$ cat src/rtl/inst_trace_streamer.sv
`default_nettype none
// ============================================================================
// Module   : inst_trace_streamer
// Purpose  : Buffered RV32I trace disassembler that streams each FIFO entry
//            as a fixed-width ASCII line, one byte per handshake.
//            Optional macro TRACE_PC_EN adds an 8-digit hex PC prefix.
// Revision : 1.0 - initial release
// ============================================================================
module inst_trace_streamer #(
    parameter int DEPTH = 8
) (
    input  logic                   clk,
    input  logic                   rst_n,
    input  logic                   flush,
    input  logic                   in_valid,
    output logic                   in_ready,
    input  logic [31:0]            in_code,
    input  logic [31:0]            in_pc,
    output logic                   out_valid,
    input  logic                   out_ready,
    output logic [7:0]             out_char,
    output logic [$clog2(DEPTH):0] count,
    output logic                   line_active
);
    localparam int AW        = $clog2(DEPTH);
    localparam int CW        = AW + 1;
    localparam int FIELD_LEN = 19;
    localparam int FIELD_W   = FIELD_LEN * 8;
`ifdef TRACE_PC_EN
    localparam int PREFIX_LEN = 10;
    localparam int ENTRY_W    = 64;
`else
    localparam int PREFIX_LEN = 0;
    localparam int ENTRY_W    = 32;
`endif
    localparam int LINE_LEN = PREFIX_LEN + FIELD_LEN + 2;
    localparam int LINE_W   = LINE_LEN * 8;
    localparam logic [4:0] LAST_IDX = 5'(LINE_LEN - 1);
    localparam logic [FIELD_W-1:0] SPACES = {FIELD_LEN{8'h20}};

    localparam logic [2:0] K_R = 3'd0;
    localparam logic [2:0] K_I = 3'd1;
    localparam logic [2:0] K_S = 3'd2;
    localparam logic [2:0] K_B = 3'd3;
    localparam logic [2:0] K_J = 3'd4;
    localparam logic [2:0] K_U = 3'd5;

    typedef enum logic [0:0] {S_IDLE = 1'b0, S_EMIT = 1'b1} state_t;

    function automatic logic [7:0] hex_char(input logic [3:0] n);
        return (n < 4'd10) ? (8'h30 + {4'h0, n}) : (8'h37 + {4'h0, n});
    endfunction

    function automatic logic [55:0] reg_tok(input logic [4:0] r);
        logic [4:0] tens;
        logic [4:0] ones;
        tens = r / 5'd10;
        ones = r % 5'd10;
        return {32'h0, 8'h78, 8'h30 + {3'b000, tens}, 8'h30 + {3'b000, ones}};
    endfunction

    function automatic logic [55:0] imm_tok(input logic [23:0] v, input int nd);
        logic [55:0] t;
        t = '0;
        for (int i = 5; i >= 0; i--)
            if (i < nd) t = {t[47:0], hex_char(v[i*4 +: 4])};
        return {t[47:0], 8'h48};
    endfunction

    // Tokens are right-aligned; appending shifts earlier text toward the MSB.
    function automatic logic [FIELD_W-1:0] cat(input logic [FIELD_W-1:0] acc,
                                               input logic [55:0] tok, input int n);
        return (acc << (n * 8)) | {{(FIELD_W-56){1'b0}}, tok};
    endfunction

    function automatic logic [FIELD_W-1:0] render_field(input logic [31:0] c);
        logic [FIELD_W-1:0] acc;
        logic [39:0]        mn;
        logic [2:0]         kind;
        logic [2:0]         f3;
        logic [6:0]         f7;
        logic [55:0]        op [3];
        int                 olen [3];
        int                 nops;
        int                 len;
        int                 mlen;
        acc  = '0;
        mn   = '0;
        kind = K_R;
        len  = 0;
        mlen = 0;
        f3   = c[14:12];
        f7   = c[31:25];
        case (c[6:0])
            7'h33: begin
                kind = K_R;
                if (f7 == 7'h00) begin
                    case (f3)
                        3'd0: mn = "add";   3'd1: mn = "sll";
                        3'd2: mn = "slt";   3'd3: mn = "sltu";
                        3'd4: mn = "xor";   3'd5: mn = "srl";
                        3'd6: mn = "or";    default: mn = "and";
                    endcase
                end else if (f7 == 7'h20 && f3 == 3'd0) mn = "sub";
                else if (f7 == 7'h20 && f3 == 3'd5)     mn = "sra";
            end
            7'h13: begin
                kind = K_I;
                case (f3)
                    3'd0: mn = "addi";  3'd2: mn = "slti";
                    3'd3: mn = "sltiu"; 3'd4: mn = "xori";
                    3'd6: mn = "ori";   3'd7: mn = "andi";
                    3'd1: if (f7 == 7'h00) mn = "slli";
                    default: begin
                        if (f7 == 7'h00)      mn = "srli";
                        else if (f7 == 7'h20) mn = "srai";
                    end
                endcase
            end
            7'h03: begin
                kind = K_I;
                case (f3)
                    3'd0: mn = "lb";  3'd1: mn = "lh";  3'd2: mn = "lw";
                    3'd4: mn = "lbu"; 3'd5: mn = "lhu"; default: mn = '0;
                endcase
            end
            7'h23: begin
                kind = K_S;
                case (f3)
                    3'd0: mn = "sb"; 3'd1: mn = "sh"; 3'd2: mn = "sw";
                    default: mn = '0;
                endcase
            end
            7'h63: begin
                kind = K_B;
                case (f3)
                    3'd0: mn = "beq";  3'd1: mn = "bne";
                    3'd4: mn = "blt";  3'd5: mn = "bge";
                    3'd6: mn = "bltu"; 3'd7: mn = "bgeu";
                    default: mn = '0;
                endcase
            end
            7'h67: begin kind = K_I; if (f3 == 3'd0) mn = "jalr"; end
            7'h6F: begin kind = K_J; mn = "jal";   end
            7'h37: begin kind = K_U; mn = "lui";   end
            7'h17: begin kind = K_U; mn = "auipc"; end
            default: mn = '0;
        endcase
        for (int i = 0; i < 5; i++)
            if (mn[i*8 +: 8] != 8'h00) mlen++;

        op[0] = reg_tok(c[11:7]);  olen[0] = 3;
        op[1] = reg_tok(c[19:15]); olen[1] = 3;
        op[2] = reg_tok(c[24:20]); olen[2] = 3;
        nops  = 3;
        case (kind)
            K_I: begin op[2] = imm_tok({12'h0, c[31:20]}, 3); olen[2] = 4; end
            K_S: begin
                op[0] = reg_tok(c[19:15]); op[1] = reg_tok(c[24:20]);
                op[2] = imm_tok({12'h0, c[31:25], c[11:7]}, 3); olen[2] = 4;
            end
            K_B: begin
                op[0] = reg_tok(c[19:15]); op[1] = reg_tok(c[24:20]);
                op[2] = imm_tok({11'h0, c[31], c[7], c[30:25], c[11:8], 1'b0}, 4);
                olen[2] = 5;
            end
            K_J: begin
                op[1] = imm_tok({3'h0, c[31], c[19:12], c[20], c[30:21], 1'b0}, 6);
                olen[1] = 7; nops = 2;
            end
            K_U: begin op[1] = imm_tok({4'h0, c[31:12]}, 5); olen[1] = 6; nops = 2; end
            default: nops = 3;
        endcase

        // The all-zero word is a pipeline bubble; 0x13 is the canonical nop.
        if (c == 32'h0000_0000) begin
            acc = cat(acc, "nop D", 5);
            acc = cat(acc, "Stall", 5);
            len = 10;
        end else if (c == 32'h0000_0013) begin
            acc = cat(acc, "nop", 3);
            len = 3;
        end else if (mn == '0) begin
            acc = cat(acc, "illegal", 7);
            len = 7;
        end else begin
            acc = cat(acc, {16'h0, mn}, mlen);
            acc = cat(acc, 56'h20, 1);
            len = mlen + 1;
            for (int i = 0; i < 3; i++) begin
                if (i < nops) begin
                    if (i > 0) begin
                        acc = cat(acc, 56'h2C, 1);
                        len++;
                    end
                    acc = cat(acc, op[i], olen[i]);
                    len += olen[i];
                end
            end
        end
        return (acc << ((FIELD_LEN - len) * 8)) | (SPACES >> (len * 8));
    endfunction

`ifdef TRACE_PC_EN
    function automatic logic [LINE_W-1:0] make_line(input logic [ENTRY_W-1:0] e);
        logic [79:0] pfx;
        pfx = '0;
        for (int i = 7; i >= 0; i--) pfx = {pfx[71:0], hex_char(e[32 + i*4 +: 4])};
        pfx = {pfx[63:0], 8'h3A, 8'h20};
        return {pfx, render_field(e[31:0]), 8'h0D, 8'h0A};
    endfunction
    logic [ENTRY_W-1:0] in_entry;
    assign in_entry = {in_pc, in_code};
`else
    function automatic logic [LINE_W-1:0] make_line(input logic [ENTRY_W-1:0] e);
        return {render_field(e), 8'h0D, 8'h0A};
    endfunction
    logic [ENTRY_W-1:0] in_entry;
    logic               unused_pc;
    assign in_entry  = in_code;
    assign unused_pc = ^in_pc;
`endif

    state_t             state_q, state_d;
    logic [4:0]         idx_q, idx_d;
    logic [LINE_W-1:0]  line_q, line_d;
    logic [AW-1:0]      wr_q, wr_d, rd_q, rd_d;
    logic [CW-1:0]      count_q, count_d;
    logic [ENTRY_W-1:0] mem_q [DEPTH];
    logic [ENTRY_W-1:0] mem_d [DEPTH];
    logic               push;
    logic               pop;

    assign in_ready    = (count_q != CW'(DEPTH));
    assign push        = in_valid && in_ready && !flush;
    assign out_valid   = (state_q == S_EMIT);
    assign line_active = (state_q == S_EMIT);
    assign out_char    = (state_q == S_EMIT) ? line_q[LINE_W-1 -: 8] : 8'h00;
    assign count       = count_q;

    always_comb begin
        state_d = state_q;
        idx_d   = idx_q;
        line_d  = line_q;
        wr_d    = wr_q;
        rd_d    = rd_q;
        count_d = count_q;
        mem_d   = mem_q;
        pop     = 1'b0;
        if (flush) begin
            state_d = S_IDLE;
            idx_d   = '0;
            wr_d    = '0;
            rd_d    = '0;
            count_d = '0;
        end else begin
            if (state_q == S_IDLE) begin
                if (count_q != '0) begin
                    pop     = 1'b1;
                    state_d = S_EMIT;
                end
            end else if (out_ready) begin
                if (idx_q == LAST_IDX) begin
                    // Chain straight into the next line to avoid a bubble.
                    if (count_q != '0) pop = 1'b1;
                    else               state_d = S_IDLE;
                    idx_d = '0;
                end else begin
                    idx_d  = idx_q + 5'd1;
                    line_d = {line_q[LINE_W-9:0], 8'h00};
                end
            end
            if (pop) begin
                line_d = make_line(mem_q[rd_q]);
                rd_d   = rd_q + AW'(1);
            end
            if (push) begin
                mem_d[wr_q] = in_entry;
                wr_d        = wr_q + AW'(1);
            end
            count_d = count_q + {{AW{1'b0}}, push} - {{AW{1'b0}}, pop};
        end
    end

    always_ff @(posedge clk or negedge rst_n) begin
        if (!rst_n) begin
            state_q <= S_IDLE;
            idx_q   <= '0;
            line_q  <= '0;
            wr_q    <= '0;
            rd_q    <= '0;
            count_q <= '0;
        end else begin
            state_q <= state_d;
            idx_q   <= idx_d;
            line_q  <= line_d;
            wr_q    <= wr_d;
            rd_q    <= rd_d;
            count_q <= count_d;
        end
    end

    always_ff @(posedge clk) begin
        mem_q <= mem_d;
    end

endmodule
`default_nettype wire

$ cat config.mk
export PLATFORM = sky130hd
export DESIGN_NAME = inst_trace_streamer
export DESIGN_NICKNAME = d
export VERILOG_FILES = /design/src/rtl/inst_trace_streamer.sv
export SDC_FILE = /design/constraint.sdc
export NUM_CORES = 1
export LEC_CHECK = 0
export CELL_PAD_IN_SITES_DETAIL_PLACEMENT = 0
export CELL_PAD_IN_SITES_GLOBAL_PLACEMENT = 2
export CORE_MARGIN = 2
export CORE_UTILIZATION = 45
export CTS_BUF_LIST = sky130_fd_sc_hd__clkbuf_4 sky130_fd_sc_hd__clkbuf_8
export CTS_CLUSTER_SIZE = 20
export DETAILED_ROUTE_END_ITERATION = 7
export PLACE_DENSITY_LB_ADDON = 0.1
export SYNTH_ARGS = -nofsm -noshare
export SYNTH_HDL_FRONTEND = slang
export SYNTH_SLANG_ARGS = --single-unit
export TNS_END_PERCENT = 1
$ cat constraint.sdc
create_clock -name clk -period 28.8 [get_ports clk]
set_clock_uncertainty 0.2 [all_clocks]
set_input_delay 5.76 -clock clk [delete_from_list [all_inputs] [get_ports clk]]
set_output_delay 5.76 -clock clk [all_outputs]
set_load 0.005 [all_outputs]
## Yosys cells after proc, flatten, opt, wreduce, memory -nomap -nowiden

Index checks and enable logic that the tools add are counted.

- Register bits: 440
- Latch bits: 0
- Bits in writable memories: 0
- Bits in read-only memories: 0
- Output and inout bits: 15
- Word-level logic and storage cells: 292
- Memories kept: 0

- Add/subtract/negate cells: 45
- $mul: 0
- Divide/modulo/power cells: 6
- Magnitude comparators: 17
- Eq/ne operators: 26
- Shift-type cells: 5
- Mux-type cells: 141
- Bitwise gates (word level): 8
- Reductions and logical operators: 30

Operators by type and width:

| operator | number |
|---|---|
| $mux 152 | 20 |
| $mux 29 | 48 |
| $mux 168 | 4 |
| $or 152x56->152 | 3 |
| $shl 152x32->152 | 3 |
| $pmux 40 s9 | 1 |
| $mux 56 | 6 |
| $pmux 39 s7 | 1 |
| $bwmux 256 | 1 |
| $pmux 31 s7 | 1 |
| $add 29x2->29 const B | 7 |
| $pmux 31 s6 | 1 |
| $pmux 55 s3 | 1 |
| $mux 32 | 5 |
| $add 6x4->7 const A | 22 |
| $or 152x152->152 | 1 |
| $shr 150x32->152 const A | 1 |
| $or 144x40->144 | 1 |
| $shl 1x32->144 const A | 1 |
| $mux 31 | 4 |
| $mux 40 | 3 |
| $pmux 39 s3 | 1 |
| $pmux 23 s5 | 1 |
| $bmux 32 s3 | 1 |
| 55 further kinds | 140 |

## Depth between registers and ports, before layout

- Depth in word-level cells: 72
- Mapped depth: 59
- Mapped depth without buffers: 54

## Worst setup path before layout

OpenSTA, ideal clock, no wires.

- Kind: register to register
- Start: register rd_q[2]
- End: register line_q[146]
- Arrival time: 11.013 ns
- Required time: 28.505 ns
- Slack: 17.492 ns
- Stages on the path, launching flop included: 57
- Period minus slack after synthesis: 11.308 ns
- Path through: dfrtp_1 -> buf_4 -> buf_4 -> buf_2 -> mux4_2 -> mux2i_1 -> inv_1 -> ha_1 -> clkbuf_1 -> or2_2 -> nor2_1 -> o211ai_1 -> o211ai_1 -> o2111ai_1 -> nand2b_1 -> inv_1 -> ha_1 -> inv_1 -> [... 21 more ...] -> clkbuf_1 -> ha_1 -> inv_1 -> nand2_1 -> nor2_1 -> nor2_1 -> ha_1 -> nand2b_1 -> clkbuf_1 -> nor3_1 -> o21ai_0 -> o21ai_0 -> a21oi_1 -> mux2_2 -> a41oi_1 -> o31a_1 -> o21ai_0 -> o31ai_1

- Cells in the longest elaborated chain, start to end: 72

RTL lines:

| item | RTL line | source |
|---|---|---|
| start: declaration | 227 | `logic [AW-1:0] wr_q, wr_d, rd_q, rd_d;` |
| start signal: assignment | 298 | `rd_q <= rd_d;` |
| $not 3->4 (not written as such) * | 274 | `line_d = make_line(mem_q[rd_q]);` |
| $bmux 32 s3 * | 274 |  |
| $mux 32 (not written as such) * (2 in series) | 274 |  |
| parallel branches: the longest is 66 deep, another holds $add 29x2->29 | n/a |  |
| $or 152x152->152 * | 201 | `return (acc << ((FIELD_LEN - len) * 8)) \| (SPACES >> (len * 8));` |
| $mux 168 * | 273 | `if (pop) begin` |
| end signal: assignment | 296 | `line_q <= line_d;` |
| end: declaration | 226 | `logic [LINE_W-1:0] line_q, line_d;` |

Mark *: on every way between the ends. The select of a mux whose other input is x is not followed.
A chain may end at the register's enable or synchronous reset.

## Worst setup path in the final report

- Start: register rd_q[0]
- End: register line_q[138]

Same word-level chain as after synthesis.

==> flow_metrics.tcl <==
set metrics [dict create \
    outcome "finished, final reports clean" \
    drtPass1Iterations 7 \
    synth_nets 3209 \
    synth_fa_ha_area_frac 0.0298 \
    worstMarginPinSlew_ps 1310 \
    clk_latency_ps 650 \
    critPathSlowestCell "nor4bb_1" \
    p_per_area_mw_per_mm2 125 \
    synth-compound-area-share 0.249 \
    htreeDepth 3 \
    track_usage 0.357 \
    setup_viol 0 \
    synth_seq_area_share 0.407 \
    dr.first_iter.drc_count 3377 \
    hold_path_depth 2 \
    fillers 5849 \
    startpoint_type "flop" \
    slew_headroom 0.114 \
    routedWlPerCell_um 29.3 \
    synth_flop_cell "edfxtp_1" \
    synth_top_family_by_area "compound AO/OA/AOI/OAI gates" \
    clk_path_buf_depth 3 \
    cpPeakStageDelay_ps 1110 \
    dieArea_mm2 0.0648 \
    placementRows 91 \
    cts_root_buf "clkbuf_8" \
    hold_viol_final 0 \
    leakagePower_nw 11.0 \
    grt_pass1_vias 25700 \
    slew_viol_final 0 \
    clock_sinks 408 \
    synthXorXnorAreaFrac 0.0161 \
    globalplace.congestion 0.992 \
    period_share 0.529 \
    io_pins 84 \
    start_util 0.457 \
    tns_ps 0 \
    timing.rr.end "line_q[138]$_DFFE_PN0P_" \
    instances_no_fill 3936 \
    viasPerCell 6.72 \
    synth_mux_area_frac 0.0872 \
    max_freq_mhz 65.7 \
    path_max_fanout 39 \
    grt_pass1_wl_um 171000 \
    vias 26400 \
    rr_worst_depth 51 \
    cts_setup_buffers 0 \
    critPathRequiredTime_ps 29180 \
    rsz0062_at_grt "false" \
    die_w_um 254 \
    grt_max_degree 92 \
    synthSimpleGateAreaFrac 0.168 \
    dp_slack_ps 13950 \
    synth-edff-count 256 \
    cts_made_buffers 69 \
    whs_ps 266 \
    path_clk_slew_ps 60 \
    dp.cells 3813 \
    route.antenna.remaining_nets 0 \
    synthArstFlopShare 0.373 \
    hold_buffers 0 \
    crit_top_cell "ha_1" \
    synth_cell_types 116 \
    rrSetupSlack_ps 13570 \
    core_mm2 0.0618 \
    fin_util 0.501 \
    hp-start "line_q[22]$_DFFE_PN0P_" \
    synthCells 3074 \
    hpwlAfterDp_um 82800 \
    antenna_found_initial 2 \
    vdd_drop_max_uv 69.1 \
    yosys_warnings 0 \
    die_y_um 254 \
    arrival_ps 15610 \
    layout-drive-gt1-share 0.124 \
    post-route-min-period_ps 15230 \
    grt-ovfl-total 0 \
    r2r-start "rd_q[0]$_DFFE_PN0P_" \
    critPathCaptureType "flop" \
    min_path_type "reg2reg" \
    drc 0 \
    cts_resized 0 \
    syn2layout_area_growth_pct 9.73 \
    syn_area_per_cell_um2 9.18 \
    io_buffers 50 \
    critPathKind "reg2reg" \
    drt_wl_total_um 115000 \
    holdPathEnd "line_q[22]$_DFFE_PN0P_" \
    finish.net_count 3182 \
    synth_area_mm2 0.0282 \
    maxCapViolations 0 \
    cts_tree "yes" \
    ys_ff_latch 408 \
    setup_slack_ps 13570 \
]
-- through the flow --
step                area, um^2  power (mW)
floorplan                28200        2.45
global placement         29600        3.26
detailed placement       29600        3.28
CTS                      31000        3.82
global route             31000        4.10
finish                   31000        3.88
-- layer usage --
layer  part of all wire  GRT usage  routed length, um  vias up
li1                   -          -                  -    11700
met1               0.41      0.490              47500    13100
met2               0.45      0.556              52300     1448
met3              0.090     0.0656              10300      285
met4              0.044      0.152               5020        2
met5            0.00011          0                 13        -
-- cell usage in the layout, fill, tap and decap left out, types with 69 or more instances in the layout --
cell      Yosys  layout
dfrtp_1     152     149
nand2_1     290     289
clkbuf_8      0      77
nor2_1      412     403
a21oi_1     289     289
a31oi_1      69      69
o21ai_0     209     209
edfxtp_1    256     256
nand3_1      88      88
buf_4         7      82
-- state kept, by name (all words and copies together) (netlist names) --
| register | count |
|---|---|
| line_active | 1 |
| idx_q | 5 |
| mem_q | 256 |
| wr_q | 3 |
| rd_q | 3 |
| count | 4 |
| line_q | 136 |
-- Yosys cell counts (22+ instances only) --
| cell | n | area share |
|---|---|---|
| a211oi_1 | 34 | 0.0090 |
| a21oi_1 | 289 | 0.051 |
| a221oi_1 | 28 | 0.0087 |
| a22oi_1 | 59 | 0.016 |
| a31oi_1 | 69 | 0.015 |
| and2_1 | 24 | 0.0053 |
| and3_1 | 22 | 0.0049 |
| buf_1 | 24 | 0.0032 |
| buf_2 | 26 | 0.0046 |
| clkbuf_1 | 165 | 0.022 |
| dfrtp_1 | 152 | 0.13 |
| edfxtp_1 | 256 | 0.27 |
| ha_1 | 64 | 0.028 |
| inv_1 | 56 | 0.0074 |
| mux2_2 | 22 | 0.0088 |
| mux2i_1 | 64 | 0.023 |
| mux4_2 | 63 | 0.050 |
| nand2_1 | 290 | 0.039 |
| nand3_1 | 88 | 0.016 |
| nand4_1 | 24 | 0.0053 |
| nor2_1 | 412 | 0.055 |
| nor3_1 | 66 | 0.012 |
| o211ai_1 | 39 | 0.010 |
| o21a_1 | 25 | 0.0066 |
| o21ai_0 | 209 | 0.037 |
| o22ai_1 | 58 | 0.013 |
| o31ai_1 | 31 | 0.0082 |
| xnor2_1 | 23 | 0.0071 |
-- where the power goes --
group	switching [mW]	total, mW	leakage (nW)	internal [mW]
Sequential	0.0743	0.809	4.12	0.734
Clock	0.234	0.527	0.742	0.293
Combinational	1.79	2.55	6.11	0.761
-- worst max-delay path by stage --
| stage | start | to | slack (ps) |
|---|---|---|---|
| CTS | rd_q[0]$_DFFE_PN0P_ | line_q[137]$_DFFE_PN0P_ | 13840 |
| global route | rd_q[0]$_DFFE_PN0P_ | line_q[164]$_DFFE_PN0P_ | 12710 |
| global placement | rd_q[0]$_DFFE_PN0P_ | line_q[138]$_DFFE_PN0P_ | 13960 |
| finish | rd_q[0]$_DFFE_PN0P_ | line_q[138]$_DFFE_PN0P_ | 13570 |
| detailed placement | rd_q[0]$_DFFE_PN0P_ | line_q[137]$_DFFE_PN0P_ | 13950 |
| floorplan | rd_q[2]$_DFFE_PN0P_ | line_q[146]$_DFFE_PN0P_ | 17490 |
-- cell type report --
class	count	area, um^2	area share
clock inverter	21	181	0.00586
tap	837	1050	0.0338
antenna	3	7.51	0.000242
inverter	60	225	0.00727
sequential	408	11500	0.371
clock buffer	99	1220	0.0395
multi-input combinational	2376	15700	0.506
timing repair buffer	132	1120	0.0361
-- worst max-delay path: cells and delay by family (launching register included) --
family                   cells  cell delay, ps
adder cells (fa/ha/maj)      9            2860
XOR/XNOR                     6            1530
AO/OA/AOI/OAI               10            3510
flip-flops                   1             780
buffers and inverters        7            1870
AND/OR/NAND/NOR             17            3820
multiplexers                 2             500
-- cell families (layout without fill, tap and decap cells) --
| group | count (synthesis) | count (layout) |
|---|---|---|
| other | 2 | 5 |
| adder cells (fa/ha/maj) | 66 | 66 |
| AO/OA/AOI/OAI | 1073 | 1073 |
| AND/OR/NAND/NOR | 1036 | 1036 |
| flip-flops | 408 | 408 |
| multiplexers | 157 | 157 |
| XOR/XNOR | 42 | 42 |
| buffers and inverters | 290 | 312 |
Power figures use the tool's default switching activity.
